==> config.mk <==
export PLATFORM = sky130hd
export DESIGN_NAME = apb_master
export DESIGN_NICKNAME = d
export VERILOG_FILES = /design/src/rtl/apb_master.sv
export SDC_FILE = /design/constraint.sdc
export NUM_CORES = 1
export LEC_CHECK = 0
export ABC_CLOCK_PERIOD_IN_PS = 4400
export BUFFER_PORTS_ARGS = -buffer_cell sky130_fd_sc_hd__buf_2
export CAP_MARGIN = 20
export CORE_ASPECT_RATIO = 2
export CORE_UTILIZATION = 35
export DETAILED_ROUTE_END_ITERATION = 8
export GPL_TIMING_DRIVEN = 0
export PLACE_DENSITY = 0.68
export SYNTH_ARGS = -nofsm -noshare
export SYNTH_HDL_FRONTEND = slang
export SYNTH_SLANG_ARGS = --single-unit
==> constraint.sdc <==
create_clock -name PCLK -period 4.4 [get_ports PCLK]
set_input_delay 0.44 -clock PCLK [delete_from_list [all_inputs] [get_ports PCLK]]
set_output_delay 0.44 -clock PCLK [all_outputs]
set_load 0.02 [all_outputs]
==> src/rtl/apb_master.sv <==
// APB initiator: turns a valid/ready command stream into APB SETUP/ACCESS
// transfers and reports completion (or timeout abort) on a response strobe.
module apb_master #(
    parameter int ADDR_W  = 32,
    parameter int DATA_W  = 32,
    parameter int TIMEOUT = 16
) (
    input  logic              PCLK,
    input  logic              PRESET,
    input  logic              cmd_valid,
    output logic              cmd_ready,
    input  logic              cmd_write,
    input  logic [ADDR_W-1:0] cmd_addr,
    input  logic [DATA_W-1:0] cmd_wdata,
    output logic              rsp_valid,
    output logic [DATA_W-1:0] rsp_rdata,
    output logic              rsp_err,
    output logic [ADDR_W-1:0] PADDR,
    output logic              PSELx,
    output logic              PENABLE,
    output logic              PWRITE,
    output logic [DATA_W-1:0] PWDATA,
    input  logic [DATA_W-1:0] PRDATA,
    input  logic              PREADY
);

    // Wait-state counter only needs to reach TIMEOUT-1.
    localparam int CNT_W = (TIMEOUT > 1) ? $clog2(TIMEOUT) : 1;
    localparam logic [CNT_W-1:0] CNT_LAST = CNT_W'((TIMEOUT > 0) ? TIMEOUT - 1 : 0);

    typedef enum logic [1:0] {
        IDLE,
        SETUP,
        ACCESS
    } state_t;

    state_t            state;
    state_t            state_next;
    logic [CNT_W-1:0]  cnt;
    logic [CNT_W-1:0]  cnt_next;
    logic [ADDR_W-1:0] paddr_next;
    logic              pwrite_next;
    logic [DATA_W-1:0] pwdata_next;
    logic              psel_next;
    logic              penable_next;
    logic              rsp_valid_next;
    logic              rsp_err_next;
    logic [DATA_W-1:0] rsp_rdata_next;

    // Register the state and every APB/response output; reset clears all of it,
    // including a transfer that is mid-flight, without emitting a response.
    always_ff @(posedge PCLK) begin
        if (PRESET) begin
            state     <= IDLE;
            cnt       <= '0;
            PADDR     <= '0;
            PWRITE    <= 1'b0;
            PWDATA    <= '0;
            PSELx     <= 1'b0;
            PENABLE   <= 1'b0;
            rsp_valid <= 1'b0;
            rsp_err   <= 1'b0;
            rsp_rdata <= '0;
        end else begin
            state     <= state_next;
            cnt       <= cnt_next;
            PADDR     <= paddr_next;
            PWRITE    <= pwrite_next;
            PWDATA    <= pwdata_next;
            PSELx     <= psel_next;
            PENABLE   <= penable_next;
            rsp_valid <= rsp_valid_next;
            rsp_err   <= rsp_err_next;
            rsp_rdata <= rsp_rdata_next;
        end
    end

    // Next-state and next-output logic; a completing ACCESS may accept the next
    // command directly so back-to-back transfers skip IDLE.
    always_comb begin
        state_next     = state;
        cnt_next       = cnt;
        paddr_next     = PADDR;
        pwrite_next    = PWRITE;
        pwdata_next    = PWDATA;
        rsp_valid_next = 1'b0;
        rsp_err_next   = 1'b0;
        rsp_rdata_next = rsp_rdata;
        cmd_ready      = 1'b0;

        case (state)
            IDLE: begin
                cmd_ready = 1'b1;
                if (cmd_valid) begin
                    paddr_next  = cmd_addr;
                    pwrite_next = cmd_write;
                    pwdata_next = cmd_wdata;
                    state_next  = SETUP;
                end
            end
            SETUP: begin
                cnt_next   = '0;
                state_next = ACCESS;
            end
            ACCESS: begin
                cmd_ready = PREADY;
                if (PREADY) begin
                    rsp_valid_next = 1'b1;
                    rsp_rdata_next = PWRITE ? '0 : PRDATA;
                    if (cmd_valid) begin
                        paddr_next  = cmd_addr;
                        pwrite_next = cmd_write;
                        pwdata_next = cmd_wdata;
                        state_next  = SETUP;
                    end else begin
                        state_next = IDLE;
                    end
                end else if ((TIMEOUT != 0) && (cnt == CNT_LAST)) begin
                    rsp_valid_next = 1'b1;
                    rsp_err_next   = 1'b1;
                    rsp_rdata_next = '0;
                    state_next     = IDLE;
                end else begin
                    cnt_next = cnt + CNT_W'(1);
                end
            end
            default: state_next = IDLE;
        endcase

        psel_next    = (state_next != IDLE);
        penable_next = (state_next == ACCESS);
    end

endmodule

## Word level (Yosys, flattened, before mapping)

Cells that the tools add are included.
Widths: inputs -> output; s select.

- Register bits after elaboration: 107
- Bits of input ports: 101
- Output and inout bits: 102

- Add/subtract/negate cells: 1
- Eq/ne operators: 7
- Mux-type cells: 23
- Bitwise logic cells: 1
- Reductions and logical operators: 10

Operators by type and width:

| operator | number |
|---|---|
| $mux 32 | 7 |
| $pmux 32 s2 | 2 |
| $mux 4 | 2 |
| $pmux 4 s2 | 1 |
| $reduce_bool 2->1 | 4 |
| $mux 2 | 3 |
| $ne 2x2->1 const B | 3 |
| $pmux 2 s3 | 1 |
| $mux 1 | 5 |
| $add 4x1->4 const B | 1 |
| $eq 2x2->1 const B | 2 |
| $eq 4x4->1 const B | 1 |
| $pmux 1 s2 | 2 |
| $reduce_and 2->1 | 2 |
| $reduce_and 3->1 | 1 |
| $reduce_or 3->1 | 1 |
| $eq 2x1->1 const B | 1 |
| $logic_not 2->1 | 1 |
| $reduce_or 2->1 | 1 |
| $not 1->1 | 1 |

## Depth between registers and ports, before layout

Gate-level depths: netlist of run 1.

- Depth in word-level cells: 5
- Gate-level depth with buffers: 6

## Worst setup path before layout of run 1

Ideal clock, no wire load.

- Path type: input to output
- Start: input port PREADY
- End: output port cmd_ready
- Data arrival time: 1214 ps
- Data required time: 3960 ps
- Path slack: 2746 ps
- Stages on the path: 5
- Cells stage by stage: nor2b_2 -> buf_6 -> buf_4 -> buf_2 -> nor2_1

- Cells in the longest elaborated chain, start to end: 1

Ends and longest elaborated chain:

| element | line | text |
|---|---|---|
| start, declared | 24 | `input logic PREADY` |
| $pmux 1 s2 | 91 | `case (state)` |
| end, declared | 11 | `output logic cmd_ready,` |

No other way between the ends.

## Worst setup path in the final report of run 1

- Start: register state[1]
- End: output port cmd_ready

- Cells in the longest elaborated chain, start to end: 2

Ends and longest elaborated chain:

| element | line | text |
|---|---|---|
| start, declared | 37 | `state_t state;` |
| start signal, assigned | 65 | `state <= state_next;` |
| $eq 2x2->1 / $logic_not 2->1 (equally long branches) | 91 |  |
| $pmux 1 s2 (*) | 91 |  |

Mark *: on every way between the ends. The rest lies on a longest branch, timed or not.

==> impl_metrics.ini, run 1 <==
[synth]
synthAdderAreaFrac = 0.00285
yosys_register_bits = 107
syn_area_sq_um = 4390
synth_warnings = 0
synth-xor-area-share = 0
syn_avg_cell_area_sq_um = 10.2
synthMuxAreaShare = 0
synth_nets = 534
yosysUniqueCellTypes = 33
synth_top_family_by_area = compound AO/OA/AOI/OAI gates
synth_compound_area_frac = 0.268
synth-simple-area-share = 0.181
synth_cells = 432
seq_area_frac_synth = 0.488

[job]
drv_cap = 0

[critical_path]
crit_top_cell = buf_2
crit_slowest_cell = nor2b_2
end_kind = output pin
critPathMaxStageDelay_ns = 0.42
worstPathCellList = nor2b_2 -> buf_6 -> buf_4 -> buf_2 -> nor2_1 -> buf_2
startpoint_type = flip-flop
crit_path_max_fanout = 10
criticalPathCategory = reg -> out
critPathLaunch = state[1]
r2r_setup_slack_ns = 2.65
r2r-start = cnt[0]
crit_arrival_ns = 1.96
required_ns = 3.96

[final_layout]
syn2layout_area_growth_pct = 34.5
final_net_count = 747
final_common_cell = buf_2
most-common-layout-cells = buf_2, dfxtp_1, a21oi_1
fin_cells = 797
diodes = 0
drive_gt1_frac = 0.380

[sta]
slew_violations = 0
setup_violations = 0
timing.final.crit_share = 0.546
max_freq_ghz = 0.416
worst_pin_slew_ns = 0.564
slew_headroom = 0.624
rsz0062_at_grt = no
timing.final.crit_period_ns = 2.40
hold_viol_final = 0
finalSetupTns_ns = 0
finClkSkew_ns = 0.0120

[drt]
routedWlPerCell_um = 17.1
routed-via-count = 4367
drc = 0
drt_pre_antenna_iters = 4
drtIter0Drc = 200
ant_nets = 0
wl_um = 13700
vias_per_cell = 5.48

[global_route]
antenna_found_initial = 0
grt_overflow = 0
grtUsageTotal = 0.211
grt_pass1_vias = 4286
grt_max_degree = 19
grt_pass1_wl_um = 21500

[min_path]
hp-class = in -> reg
worstHoldStart = PRDATA[1]

[clocking]
cts_hold_buffers = 0
root_buffer = clkbuf_16
clk_pin_slew_ns = 0.07
cts.path.max_buffers = 2
cts_tree = built
clk_latency_ns = 0.34
numCtsBuffers = 9
ctsResizeCount = 0
numClockSinks = 107
h-tree-depth = 3
post_cts_buffers = 0

[floorplanning]
die_y_um = 160
io_pins = 203
start_util = 0.360
core_area_sq_um = 12200
dieArea_sq_um = 13000
num_rows = 57
dieWidth_um = 81.2

[place]
placed_cells = 781
routabilityCongestion = 0.810
portBuffers = 202
dp_hpwl_um = 10400

[power]
power_density_nw_per_um2 = 377
peakVddDrop_v = 0.000234
p_leak_nw = 2.79

[run_status]
status = finished, final reports clean
[routing by layer]
layer / vias up / GRT usage / wire, um
li1: 2112 / - / -
met1: 2055 / 0.213 / 5000
met2: 182 / 0.396 / 7450
met3: 18 / 0.0568 / 982
met4: 0 / 0.0747 / 230
met5: - / 0 / 0
[cells by family (layout without fill, tap and decap cells)]
group,count (synthesis),count (layout)
buffers and inverters,59,277
adders and majority gates,1,1
DFF,107,107
AOI/OAI and AO/OA,175,175
and+or+nand+nor,90,90
[state kept, by name (all words and copies together) (netlist names)]
signal / count
PWDATA: 32
rsp_valid: 1
cnt: 4
rsp_err: 1
PSELx: 1
PENABLE: 1
PWRITE: 1
state: 2
PADDR: 32
rsp_rdata: 32
[power breakdown]
| part | switching (mW) | internal (mW) | total [mW] |
|---|---|---|---|
| clock | 0.371 | 0.503 | 0.874 |
| combinational | 0.191 | 0.126 | 0.317 |
| sequential | 0.0240 | 1.01 | 1.04 |
[metrics by stage]
step / util / total power [mW] / worst slack, ns / hold slack, ns / cell area [sq um]
after floorplan: - / 1.24 / 2.75 / 0.467 / 4390
after global placement: 0.458 / 1.37 / 2.15 / 0.454 / 5590
after detailed placement: 0.458 / 1.38 / 2.12 / 0.459 / 5590
after CTS: 0.484 / 2.25 / 1.95 / 0.298 / 5910
after global routing: 0.484 / 2.32 / 1.90 / 0.298 / 5910
final: 0.484 / 2.23 / 2.00 / 0.312 / 5910
[cells in the mapped netlist]
cell / instances / area share
and3_1: 2 / 0.0028
a211oi_1: 1 / 0.0017
o31ai_1: 65 / 0.11
or3_1: 2 / 0.0028
buf_4: 1 / 0.0017
a21boi_1: 1 / 0.0017
dfxtp_1: 107 / 0.49
a22o_1: 32 / 0.064
inv_2: 1 / 0.00085
nor2b_1: 1 / 0.0014
clkbuf_2: 1 / 0.0011
clkbuf_1: 34 / 0.029
ha_1: 1 / 0.0028
nand4_1: 1 / 0.0014
buf_6: 2 / 0.0051
or4_1: 1 / 0.0017
nand2b_1: 2 / 0.0028
nor2_1: 6 / 0.0051
nor2b_2: 1 / 0.0020
nand3_1: 3 / 0.0034
o21a_1: 1 / 0.0017
or3b_4: 1 / 0.0026
nand2_1: 3 / 0.0026
a31oi_1: 1 / 0.0014
or4b_1: 65 / 0.15
nor3b_2: 1 / 0.0028
nor3_1: 1 / 0.0011
buf_2: 20 / 0.023
a21oi_1: 69 / 0.079
o211ai_1: 2 / 0.0034
o21ai_0: 1 / 0.0011
a31o_2: 1 / 0.0020
o21ai_1: 1 / 0.0011
[worst paths after layout]
path                                       to  cells after the start
worst max-delay path                cmd_ready                      6
worst min-delay path             rsp_rdata[1]                      2
worst max register to register  rsp_rdata[25]                      5
worst min register to register      PWDATA[5]                      2
[worst max-delay path, delay by kind of cell, from the launching register on]
family / cells / cell delay (ns)
simple gates: 2 / 0.47
flops: 1 / 0.37
buf+inv: 4 / 0.77
[area by class of cell]
type,instances,area [sq um]
Tap cell,147,184
Sequential cell,107,2140
Timing Repair Buffer,202,1010
Multi-Input combinational cell,266,1980
Clock buffer,9,225
Clock inverter,7,96.3
Fill cell,1152,6290
Buffer,58,263
Inverter,1,3.75
Note: power is estimated with default switching activity, not from simulation.
==> inputs of run 2 (changes only) <==
--- a/config.mk
+++ b/config.mk
@@ -5,14 +5,15 @@
 export SDC_FILE = /design/constraint.sdc
 export NUM_CORES = 1
 export LEC_CHECK = 0
-export ABC_CLOCK_PERIOD_IN_PS = 4400
+export ABC_AREA = 1
+export ABC_CLOCK_PERIOD_IN_PS = 2100
 export BUFFER_PORTS_ARGS = -buffer_cell sky130_fd_sc_hd__buf_2
 export CAP_MARGIN = 20
 export CORE_ASPECT_RATIO = 2
 export CORE_UTILIZATION = 35
 export DETAILED_ROUTE_END_ITERATION = 8
 export GPL_TIMING_DRIVEN = 0
-export PLACE_DENSITY = 0.68
+export PLACE_DENSITY = 0.72
 export SYNTH_ARGS = -nofsm -noshare
 export SYNTH_HDL_FRONTEND = slang
 export SYNTH_SLANG_ARGS = --single-unit
==> constraint.sdc (replaced) <==
create_clock -name PCLK -period 2.1 [get_ports PCLK]
set_input_delay 0.21 -clock PCLK [delete_from_list [all_inputs] [get_ports PCLK]]
set_output_delay 0.21 -clock PCLK [all_outputs]
set_load 0.02 [all_outputs]
==> run 2 against run 1 <==
Die area fell by 12%. Combinational power rose by 95%. Clock skew fell by 0.0053 ns. Utilization rose by 0.87 points. Worst setup slack got worse by 1.5 ns. Routed wire length fell by 17%. Flip-flop and latch count did not move. Final cell count rose by 5.1%. Largest power group unchanged.
==> impl_metrics.ini, run 2 <==
[floorplanning]
start_util = 0.358
dieArea_sq_um = 11500
die_y_um = 151
io_pins = 203
num_rows = 54
core_area_sq_um = 10800
dieWidth_um = 76.4

[synth]
synth.most_common_cell = nand2_1
synth_nets = 583
syn_avg_cell_area_sq_um = 8.05
yosysTopAreaCellShare = 0.553
synthArstFlopShare = 0
yosysUniqueCellTypes = 22
synth-edff-count = 0
seq_area_frac_synth = 0.553
ys_top_cells_by_area = dfxtp_1, nand2_1, a21oi_1, nand3_1, buf_4
yosysTopAreaCell = dfxtp_1
syn_area_sq_um = 3870
yosys_register_bits = 107
yosys-top-cells-count = nand2_1, dfxtp_1, a21oi_1
synth_warnings = 0
ys.flop_type = dfxtp_1
synth_cells = 481

[final_layout]
drive_gt1_frac = 0.350
final_cell_area_sq_um = 5330
diodes = 0
syn2layout_area_growth_pct = 37.6
largestRegisters = PADDR: 32 flops, PWDATA: 32 flops, rsp_rdata: 32 flops
final_net_count = 795
most-common-layout-cells = buf_2, nand2_1, dfxtp_1
final_common_cell = buf_2

[power]
power_density_nw_per_um2 = 818
peakVddDrop_v = 0.000476
p_leak_nw = 2.44

[clocking]
numCtsBuffers = 9
clk_pin_slew_ns = 0.07
h-tree-depth = 3
cts_hold_buffers = 0
clk_latency_ns = 0.34
post_cts_buffers = 0
root_buffer = clkbuf_16
cts_tree = built
numClockSinks = 107
cts.path.max_buffers = 2
ctsResizeCount = 0

[global_route]
grt_pass1_vias = 3778
antenna_found_initial = 0
grtUsageTotal = 0.191
grt_pass1_wl_um = 17300
grt_max_degree = 19
grt_overflow = 0

[run_status]
status = finished, final reports clean

[sta]
holdWs_ns = 0.107
worst_pin_slew_ns = 0.527
slew_headroom = 0.649
timing.final.crit_period_ns = 1.57
finalSetupTns_ns = 0
timing.final.crit_share = 0.746
slew_violations = 0
finClkSkew_ns = 0.00661
rsz0062_at_grt = no
hold_viol_final = 0
max_freq_ghz = 0.639
setup_violations = 0

[drt]
routed-via-count = 4047
ant_nets = 0
routedWlPerCell_um = 13.6
drtIter0Drc = 157
drt_pre_antenna_iters = 4
wl_um = 11400
vias_per_cell = 4.83
drc = 0

[critical_path]
crit_path_max_fanout = 10
required_ns = 1.89
startpoint_type = flip-flop
end_kind = output pin
crit_arrival_ns = 1.36
criticalPathCategory = reg -> out

[place]
routabilityCongestion = 0.746
portBuffers = 201
dp_hpwl_um = 8760
placed_area_sq_um = 5050

[min_path]
hp-class = in -> reg

[job]
drv_cap = 0
run 2: changes by cell type in the layout (fill, tap and decap cells not counted), moves of 3 or more:
cell	change
nand2_1	+135
nand3_1	+70
o31ai_1	-65
or4b_1	-65
a21oi_1	+33
a22o_1	-32
clkbuf_1	-17
buf_2	-13
buf_4	+10
buf_1	+3
run 2: final cells by class:
type / instances / area (sq um)
sequential: 107 / 2140
inverter: 5 / 18.8
clock inverter: 6 / 47.5
clock buffer: 10 / 229
tap: 140 / 175
fill: 1112 / 5480
buffer: 39 / 205
timing repair buffer: 201 / 1010
multi-input combinational: 330 / 1510
run 2: path summary, 6_finish.rpt:
check / from / to / slack (ns) / cells past startpoint
setup / recovery: state[1] / cmd_ready / 0.53 / 3
hold / removal: PRDATA[8] / rsp_rdata[8] / 0.11 / 3
setup reg to reg: cnt[0] / rsp_rdata[16] / 0.58 / 7
hold reg to reg: rsp_rdata[9] / rsp_rdata[9] / 0.46 / 2
run 2: routing by layer:
layer	vias up	GRT usage	routed length, um
li1	2031	-	-
met1	1847	0.186	4270
met2	144	0.372	6210
met3	25	0.0428	593
met4	0	0.0952	309
met5	-	0	0
run 2: worst max-delay path, stage by stage (launching register included):
cell     delay, ns
dfxtp_1       0.35
a21oi_2       0.22
buf_2         0.25
buf_2         0.20
run 2: cells by family (layout without fill, tap and decap cells):
| family | count (synthesis) | after routing | share of synthesized area |
|---|---|---|---|
| AOI/OAI and AO/OA | 107 | 107 | 0.140 |
| adders and majority gates | 1 | 1 | 0.00323 |
| buffers and inverters | 44 | 261 | 0.0578 |
| DFF | 107 | 107 | 0.553 |
| and+or+nand+nor | 222 | 222 | 0.246 |
run 2: power by group:
part	switching, mW	internal, mW
combinational	0.386	0.233
sequential	0.0510	2.12
clock	0.751	0.816
run 2: through the flow:
| stage | power, mW | worst slack (ns) | utilization | std cells |
|---|---|---|---|---|
| 2_1_floorplan | 2.57 | 0.856 | - | 481 |
| 3_5_place_dp | 2.84 | 0.561 | 0.468 | 822 |
| 6_report | 4.36 | 0.534 | 0.493 | 838 |
| 3_3_place_gp | 2.82 | 0.656 | 0.468 | 822 |
| 5_1_grt | 4.56 | 0.398 | 0.493 | 838 |
| 4_1_cts | 4.41 | 0.498 | 0.493 | 838 |
==> inputs of run 3 (changes only) <==
==> config.mk (replaced) <==
export PLATFORM = sky130hd
export DESIGN_NAME = apb_master
export DESIGN_NICKNAME = d
export VERILOG_FILES = /design/src/rtl/apb_master.sv
export SDC_FILE = /design/constraint.sdc
export NUM_CORES = 1
export LEC_CHECK = 0
export ABC_AREA = 0
export ABC_CLOCK_PERIOD_IN_PS = 1600
export BUFFER_PORTS_ARGS = -buffer_cell sky130_fd_sc_hd__buf_2
export CAP_MARGIN = 20
export CORE_ASPECT_RATIO = 2
export CORE_UTILIZATION = 35
export DETAILED_ROUTE_END_ITERATION = 8
export GPL_TIMING_DRIVEN = 0
export PLACE_DENSITY = 0.68
export SYNTH_ARGS = -nofsm -noshare
export SYNTH_HDL_FRONTEND = slang
export SYNTH_SLANG_ARGS = --single-unit
==> constraint.sdc (replaced) <==
create_clock -name PCLK -period 1.6 [get_ports PCLK]
set_input_delay 0.16 -clock PCLK [delete_from_list [all_inputs] [get_ports PCLK]]
set_output_delay 0.16 -clock PCLK [all_outputs]
set_load 0.02 [all_outputs]
==> run 3 against run 2 <==
Register-to-register slack got worse by 0.51 ns. Critical path depth increased by 2. Die area increased by 13%. Flip-flop and latch count unchanged. Routed wire length increased by 21%. Count of clock-buffer cells in the layout decreased by 1. Largest power group unchanged. Largest cell class unchanged. First-iteration DRC count increased by 30%. Highest routed layer unchanged. Non-clock buffer count increased by 24. Total power increased by 42%. Worst setup slack got worse by 0.46 ns.
==> impl_metrics.ini, run 3 (synthesized netlist as in run 1, its figures left out) <==
[final_layout]
multi_input_comb_area_sq_um = 2080
most-common-layout-cells = buf_2, dfxtp_1, a21oi_1
diodes = 0
register_area_sq_um = 2140
drive_gt1_frac = 0.425
final_util = 0.502
largestRegisters = PADDR: 32 flops, PWDATA: 32 flops, rsp_rdata: 32 flops
fillers = 1136
final_net_count = 751
final_common_cell = buf_2
syn2layout_area_growth_pct = 39.3

[power]
peakVddDrop_v = 0.000683
power.total_mw = 6.19
power.share.combinational = 0.149
p_switching_mw = 1.64
power_density_nw_per_um2 = 1010
pwr-share-clk = 0.389
internal_power_mw = 4.55
p_leak_nw = 2.82
switching_share = 0.265
seqPwrFrac = 0.462

[clocking]
root_buffer = clkbuf_16
cts_tree = built
cts.path.max_buffers = 2
numCtsBuffers = 9
cts_hold_buffers = 0
clk_pin_slew_ns = 0.07
h-tree-depth = 3
numClockSinks = 107
clk_latency_ns = 0.34

[critical_path]
rr_worst_depth = 5
crit_arrival_ns = 1.79
worstPathCellList = nor2b_4 -> buf_4 -> buf_2 -> or4b_1 -> a21oi_1
critPathLaunch = state[1]
crit_end = PWDATA[24]
criticalPathCategory = reg -> reg
critPathMaxStageDelay_ns = 0.48
crit_slowest_cell = or4b_1
r2r_setup_slack_ns = 0.07
path_depth = 5
end_kind = flip-flop
required_ns = 1.87
crit_path_max_fanout = 10
path_delay_family = simple AND/OR/NAND/NOR gates
r2r-start = state[1]
startpoint_type = flip-flop
regToRegEndpoint = PWDATA[24]
crit_buf_inv = 2

[drt]
drt_pre_antenna_iters = 4
vias_per_cell = 5.49
met2_length_um = 7550
wl_met1_um = 5060
drc = 0
routedWlPerCell_um = 17.2
drtIter0Drc = 204
top_layer_used = met4
routed-wl-met3_um = 948
routed-via-count = 4396
ant_nets = 0
wl_um = 13800

[sta]
slew_headroom = 0.567
setup_violations = 0
timing.final.crit_share = 0.954
max_freq_ghz = 0.655
finClkSkew_ns = 0.0108
worst_pin_slew_ns = 0.649
slew_violations = 0
timing.final.crit_period_ns = 1.53
hold_viol_final = 0

[floorplanning]
dieWidth_um = 81.2
start_util = 0.360
core_area_sq_um = 12200
dieArea_sq_um = 13000
io_pins = 203
num_rows = 57
die_y_um = 160

[global_route]
grtUsageTotal = 0.211
grt_pass1_vias = 4302
grt_max_degree = 20
grt_overflow = 0
antenna_found_initial = 0
grt_pass1_wl_um = 21500

[min_path]
hp-class = in -> reg

[run_status]
status = finished, final reports clean

[place]
routabilityCongestion = 0.810
portBuffers = 202
dp_hpwl_um = 10400

[job]
drv_cap = 0
[run 3: final cells by class]
class,count,area share
flip-flops and latches,107,0.350
multi-input cells,266,0.341
repair buffers,208,0.173
plain buffers,56,0.0532
clock buffers,9,0.0368
well taps,147,0.0301
clock inverters,7,0.0157
inverters,1,0.000614
[run 3: layer usage]
metal	vias up	GRT usage
met5	-	0
met4	0	0.0771
met3	18	0.0568
met2	182	0.394
met1	2076	0.215
li1	2120	-
[run 3: what timing repair did]
action,4_1_cts,5_1_grt
cloned,0,0
pin swaps,0,1
resized for setup,21,40
endpoints found under the hold margin,0,0
setup endpoints to repair,90,74
setup buffers,1,5
[run 3: worst min-delay path by stage]
stage / slack, ns / from / depth (start not counted) / endpoint
floorplan: 0.29 / PRDATA[0] / 1 / rsp_rdata[0]
global placement: 0.37 / PRDATA[14] / 2 / rsp_rdata[14]
detailed placement: 0.38 / PRDATA[12] / 2 / rsp_rdata[12]
CTS: 0.02 / PRDATA[1] / 2 / rsp_rdata[1]
global route: 0.02 / PRDATA[18] / 2 / rsp_rdata[18]
finish: 0.03 / PRDATA[1] / 2 / rsp_rdata[1]
[run 3: power groups by stage]
stage / clock network (mW) / registers [mW] / logic [mW]
after floorplan: 0 / 3.06 / 0.362
after global placement: 0 / 2.91 / 0.859
after detailed placement: 0 / 2.91 / 0.876
after CTS: 2.46 / 2.85 / 0.897
after global routing: 2.56 / 2.87 / 1.00
final: 2.41 / 2.86 / 0.919
[run 3: metrics by stage]
step / setup TNS [ns] / hold slack [ns] / cell area, sq um / instances / setup slack, ns
3_3_place_gp: -5.52 / 0.372 / 5590 / 781 / -0.156
5_1_grt: -0.0225 / 0.0182 / 6120 / 801 / -0.0109
4_1_cts: 0 / 0.0181 / 5980 / 797 / 0.00106
3_5_place_dp: -8.89 / 0.375 / 5590 / 781 / -0.192
2_1_floorplan: 0 / 0.286 / 4390 / 432 / 0.117
6_report: 0 / 0.0300 / 6120 / 801 / 0.0740
[run 3: worst reg2reg max path, delay by kind of cell (launching register included)]
family | cells | cell delay, ns
buffers and inverters | 2 | 0.34
flip-flops | 1 | 0.33
AO/OA/AOI/OAI | 1 | 0.17
AND/OR/NAND/NOR | 2 | 0.62
